**config.mk**
```make
export PLATFORM = sky130hd
export DESIGN_NAME = dmem_arbiter
export DESIGN_NICKNAME = d
export VERILOG_FILES = /design/src/rtl/dmem_arbiter.sv
export SDC_FILE = /design/constraint.sdc
export NUM_CORES = 1
export LEC_CHECK = 0
export CORE_AREA = 2 2 128 142
export CTS_CLUSTER_DIAMETER = 40
export DETAILED_ROUTE_END_ITERATION = 8
export DIE_AREA = 0 0 130 144
export PLACE_DENSITY = 0.78
export SLEW_MARGIN = 10
export SYNTH_ARGS = -nofsm -noshare
export SYNTH_HDL_FRONTEND = slang
export SYNTH_SLANG_ARGS = --single-unit
```
**constraint.sdc**
```tcl
create_clock -name clk -period 2.1 [get_ports clk]
set_input_delay 0.21 -clock clk [delete_from_list [all_inputs] [get_ports clk]]
set_output_delay 0.21 -clock clk [all_outputs]
set_load 0.01 [all_outputs]
```
**src/rtl/dmem_arbiter.sv**
```systemverilog
// Two-requester round-robin front end for a single-port data memory: one command in flight, 3 cycles each.
// Legality (width code, alignment) is checked on the latched command; errored commands never write memory.
module dmem_arbiter #(
    parameter int unsigned PRIO_INIT = 0
) (
    input  logic        clk,
    input  logic        rst,
    input  logic        m0_req_valid,
    output logic        m0_req_ready,
    input  logic        m0_req_we,
    input  logic [2:0]  m0_req_funct3,
    input  logic [31:0] m0_req_addr,
    input  logic [31:0] m0_req_wdata,
    output logic        m0_rsp_valid,
    output logic        m0_rsp_err,
    output logic [31:0] m0_rsp_rdata,
    input  logic        m1_req_valid,
    output logic        m1_req_ready,
    input  logic        m1_req_we,
    input  logic [2:0]  m1_req_funct3,
    input  logic [31:0] m1_req_addr,
    input  logic [31:0] m1_req_wdata,
    output logic        m1_rsp_valid,
    output logic        m1_rsp_err,
    output logic [31:0] m1_rsp_rdata,
    output logic        mem_we,
    output logic [2:0]  mem_funct3,
    output logic [31:0] mem_a,
    output logic [31:0] mem_wd,
    input  logic [31:0] mem_rd
);

    typedef enum logic [1:0] {IDLE, BUSY, RESP} state_t;

    state_t      state, state_nxt;
    logic        ptr;
    logic        owner;
    logic        cmd_we;
    logic [2:0]  cmd_funct3;
    logic [31:0] cmd_addr;
    logic [31:0] cmd_wdata;
    logic        rsp_err_q;
    logic [31:0] rsp_rdata_q;

    logic any_req;
    logic win;
    logic accept;
    logic legal_f3;
    logic aligned;
    logic cmd_ok;
    logic busy_out;
    logic resp_out;

    // Winner index: pointer breaks the tie only when both are requesting.
    assign any_req = m0_req_valid | m1_req_valid;
    assign win     = (m0_req_valid && m1_req_valid) ? ptr : m1_req_valid;
    assign accept  = (state == IDLE) && any_req && !rst;

    assign m0_req_ready = accept && !win;
    assign m1_req_ready = accept && win;

    always_comb begin
        legal_f3 = 1'b0;
        aligned  = 1'b1;
        if (cmd_we) begin
            legal_f3 = (cmd_funct3 == 3'b000) || (cmd_funct3 == 3'b001) || (cmd_funct3 == 3'b010);
        end else begin
            legal_f3 = (cmd_funct3 == 3'b000) || (cmd_funct3 == 3'b001) || (cmd_funct3 == 3'b010) ||
                       (cmd_funct3 == 3'b100) || (cmd_funct3 == 3'b101);
        end
        case (cmd_funct3)
            3'b001, 3'b101: aligned = !cmd_addr[0];
            3'b010:         aligned = (cmd_addr[1:0] == 2'b00);
            default:        aligned = 1'b1;
        endcase
    end

    assign cmd_ok = legal_f3 && aligned;

    // Memory port and response outputs are all forced low while rst is high.
    assign busy_out   = (state == BUSY) && !rst;
    assign mem_we     = busy_out && cmd_we && cmd_ok;
    assign mem_funct3 = busy_out ? cmd_funct3 : 3'b000;
    assign mem_a      = busy_out ? cmd_addr : 32'd0;
    assign mem_wd     = busy_out ? cmd_wdata : 32'd0;

    assign resp_out     = (state == RESP) && !rst;
    assign m0_rsp_valid = resp_out && !owner;
    assign m1_rsp_valid = resp_out && owner;
    assign m0_rsp_err   = m0_rsp_valid && rsp_err_q;
    assign m1_rsp_err   = m1_rsp_valid && rsp_err_q;
    assign m0_rsp_rdata = m0_rsp_valid ? rsp_rdata_q : 32'd0;
    assign m1_rsp_rdata = m1_rsp_valid ? rsp_rdata_q : 32'd0;

    always_comb begin
        state_nxt = state;
        case (state)
            IDLE:    if (any_req) state_nxt = BUSY;
            BUSY:    state_nxt = RESP;
            RESP:    state_nxt = IDLE;
            default: state_nxt = IDLE;
        endcase
    end

    always_ff @(posedge clk) begin
        if (rst) begin
            state       <= IDLE;
            ptr         <= (PRIO_INIT != 0);
            owner       <= 1'b0;
            cmd_we      <= 1'b0;
            cmd_funct3  <= 3'b000;
            cmd_addr    <= 32'd0;
            cmd_wdata   <= 32'd0;
            rsp_err_q   <= 1'b0;
            rsp_rdata_q <= 32'd0;
        end else begin
            state <= state_nxt;
            if (accept) begin
                owner      <= win;
                ptr        <= !win;
                cmd_we     <= win ? m1_req_we     : m0_req_we;
                cmd_funct3 <= win ? m1_req_funct3 : m0_req_funct3;
                cmd_addr   <= win ? m1_req_addr   : m0_req_addr;
                cmd_wdata  <= win ? m1_req_wdata  : m0_req_wdata;
            end
            if (state == BUSY) begin
                rsp_err_q   <= !cmd_ok;
                rsp_rdata_q <= (cmd_ok && !cmd_we) ? mem_rd : 32'd0;
            end
        end
    end

endmodule

```
==> results of run 1 <==
## how the worst min path moves through the flow
stage	to	slack, ns	cells past startpoint
2_1_floorplan	rsp_rdata_q[0]	0.34	1
3_3_place_gp	rsp_rdata_q[1]	0.47	1
3_5_place_dp	rsp_rdata_q[1]	0.47	1
4_1_cts	owner	0.33	3
5_1_grt	cmd_funct3[0]	0.36	3
6_report	cmd_wdata[1]	0.35	4
## worst min-delay path: stages
cell	delay (ns)
buf_2	0.11
buf_4	0.17
o211ai_1	0.08
a311oi_1	0.09
## metrics by stage
stage | cell area [sq um] | setup WS (ns) | utilization | cells | power (uW)
final | 9301 | 0.06526 | 0.5339 | 1168 | 5274
after global routing | 9301 | 0.001076 | 0.5339 | 1168 | 5511
after CTS | 9220 | 0.001253 | 0.5293 | 1165 | 5311
after detailed placement | 8980 | 0.06208 | 0.5155 | 1145 | 3500
after global placement | 8980 | 0.1081 | 0.5155 | 1145 | 3479
after floorplan | 5620 | 0.5484 | - | 659 | 2883
## kinds of logic (layout without fill, tap and decap cells)
family	Yosys count	count (layout)
compound gates	314	314
simple gates	149	149
flops	105	105
buf+inv	91	362
## layout make-up
cell class | count | area [sq um] | share of cell area
Multi-Input combinational cell | 463 | 3182 | 0.3421
Tap cell | 238 | 297.8 | 0.03202
Clock inverter | 5 | 61.31 | 0.006591
Clock buffer | 11 | 252.7 | 0.02717
Timing Repair Buffer | 342 | 3386 | 0.3640
Sequential cell | 105 | 2107 | 0.2265
Inverter | 4 | 15.01 | 0.001614
## power groups by stage
stage               Sequential [uW]  Combinational [uW]  Clock (uW)
floorplan                      2270                 612           0
global placement               2310                1170           0
detailed placement             2310                1190           0
CTS                            2270                1200        1850
global route                   2290                1310        1910
finish                         2270                1210        1800
## sequential cells by signal, indices dropped and copies added (netlist names)
register,count
cmd_addr,32
ptr,1
cmd_we,1
owner,1
state,2
rsp_rdata_q,32
rsp_err_q,1
cmd_funct3,3
cmd_wdata,32
## layer usage
layer / track usage / up-vias
li1: - / 3014
met1: 0.2657 / 2950
met2: 0.3753 / 299
met3: 0.06437 / 41
met4: 0.08432 / 0
met5: 0 / -
## what timing repair did
item	4_1_cts	5_1_grt
pin swaps	0	0
setup buffers	2	2
resized for setup	143	18
cloned	2	1
endpoints found under the setup margin	134	6
## cell usage after synthesis
cell | instances | area [sq um]
o211ai_1 | 68 | 510.5
a21o_1 | 1 | 7.510
and4bb_2 | 1 | 12.51
buf_6 | 3 | 33.78
a21o_2 | 1 | 8.760
nor2_2 | 1 | 6.260
a21bo_2 | 1 | 10.01
nor2b_1 | 2 | 12.51
nor4b_2 | 1 | 15.01
nor4bb_1 | 1 | 10.01
nor2_1 | 4 | 15.01
dfxtp_1 | 105 | 2102
a311oi_1 | 68 | 595.6
nor3_4 | 1 | 16.27
and2_2 | 1 | 7.510
buf_2 | 14 | 70.07
nand2_1 | 1 | 3.750
a2111oi_4 | 1 | 27.53
a22o_2 | 20 | 200.2
inv_1 | 1 | 3.750
o21ai_0 | 69 | 345.3
inv_2 | 3 | 11.26
a211oi_1 | 2 | 15.01
or2_2 | 1 | 6.260
nand3b_1 | 1 | 7.510
a21oi_1 | 71 | 355.3
and2_1 | 132 | 825.8
a22o_1 | 12 | 105.1
or3_4 | 1 | 11.26
nand2b_1 | 1 | 6.260
buf_1 | 4 | 15.01
clkbuf_1 | 66 | 247.7
==> results.md, run 1 <==
- Worst Tran Pin Value: between 0.6 and 0.7 ns
- RSZ-0062 raised after global routing: no
- Min Hold Slack: ~0.35 ns
- R2R Path Start: state[1]
- Fin Setup TNS: 0 ns
- Worst Setup SP: state[1]
- Crit path arrival time: between 1.5 and 2 ns
- Post-Route Skew: 0.01004 ns
- Overall die width: about 130 um
- Gate Count Post-Synth: between 600 and 700
- CTS max path bufs: 2
- #FFs+latches synth: between 100 and 150
- Register area share after synthesis: 0.3740
- Mapped cell area: about 5600 sq um
- CP top delay family: buffers and inverters
- Synthesis warning total: 0
- Worst VDD drop: approximately 0.38 mV
- CTS sink cnt: about 110
- Routed WL: about 22000 um
- Mapped Nets: about 830
- Worst r2r dst: cmd_addr[0]
- Most frequent cells in the layout: 170 x clkdlybuf4s50_1, 132 x and2_1, 121 x dlygate4sd2_1
- DR top layer: met4
- Crit path depth: 6
- Total GRT Usage: 0.2220
- Number of CTS-inserted buffers: 9
- Vias in the first global route: between 6000 and 7000
- First-pass GRT wire length: around 33000 um
- Minimum clock period: ~2.0 ns
- Synth Area in Simple Gates: 0.1701
- Max Fclk: around 500 MHz
- Wire per inst: 18.42 um
- Critical Path End Type: output pin
- Sw Ratio: 0.2800
- Filler cells: 1640
- Worst reg2reg path depth: 5
- Hold Fails Final Rpt: 0
- Die height: 144 um
- Slowest-stage cell, CP: dfxtp_1
- Total grt overflow: 0
- First-pass DRT Iterations: 4
- Library cells used by synthesis: 32
- Final setup viols: 0
- Worst Path Buf+Inv: 3
- Clock-pin slew on the worst setup and hold paths: 0.08 ns
- Initial antenna violation count: 2
- Synth Area in XOR/XNOR: 0
- Avg Cell Area, Syn: ~8.5 sq um
- Leakage: between 0.003 and 0.004 uW
- Max-cap viol count: 0
- Initial Utilization: 0.3226
- Power share of the clock group: 0.341
- Crit path cell chain: nand2b_2 > nor2_4 > buf_4 > bufbuf_16 > and2_1 > dlygate4sd2_1
- Adder-Cell Fraction of Synth Area: 0
- Worst path required time: between 1.5 and 2 ns
- Hold path startpoint: m1_req_valid
- Initial DRC Count: a little under 300
- Hpwl dp: between 10000 and 15000 um
- Critical setup path kind: reg -> out
- Antenna-violating nets left: 0
- Reg power frac: 0.430
- Largest family of logic cells by synthesized area: compound AO/OA/AOI/OAI gates
- CP startpoint kind: flop
- Layout cells sized above 1: 0.09892
- Cell Rows: 51
- Most common cell after layout, fill and taps aside: clkdlybuf4s50_1
- Core box area: 17420 sq um
- Worst skew pair latency: 0.35 ns
- Clock root buffer: clkbuf_16
- M1 WL: ~8600 um
- CTS tree: built
- Largest net degree at the start of global routing: between 70 and 80
- Max transition margin: 0.5427
- Wire length on met3: around 1900 um
- Compound-gate portion of the synthesized area: 0.3880
- Ports: between 300 and 400
- Crit-path max FO: 17
- Final Max Tran Viols: 0
- Combinational power share: 0.229
- Residual DRC: 0
- HP Class: in -> reg
- Port Buffers: just over 300
- Internal power component: between 3000 and 4000 uW
- Routability cong.: 0.7982
- CTS Hold Bufs: 0
- Tcrit/Tclk final: 0.9689
- ANT cells: 0
- Die ar.: around 19000 sq um
- Via count: about 6300
- Syn-to-layout area delta: 65.49%
- R2R setup slack: 0.37 ns
- Mux contribution to synthesized area: 0
- H-tree levels: 3
- Run status: complete, no violations
- WL met2: a little over 10000 um
- Via density: approximately 5.4
- CP endpoint: mem_a[13]
- Pwr Density: approximately 570 nW/um^2
- Psw: 1477 uW
- Nets: around 1100
- CP max stage delay: about 0.31 ns
Note: power is estimated with default switching activity, not from simulation.
==> run 2, diff against run 1 <==
--- a/config.mk
+++ b/config.mk
@@ -5,6 +5,7 @@
 export SDC_FILE = /design/constraint.sdc
 export NUM_CORES = 1
 export LEC_CHECK = 0
+export CAP_MARGIN = 0
 export CORE_AREA = 2 2 128 142
 export CTS_CLUSTER_DIAMETER = 40
 export DETAILED_ROUTE_END_ITERATION = 8
==> results of run 2 <==
Final layout, timing and power as in run 1 (identical DEF).
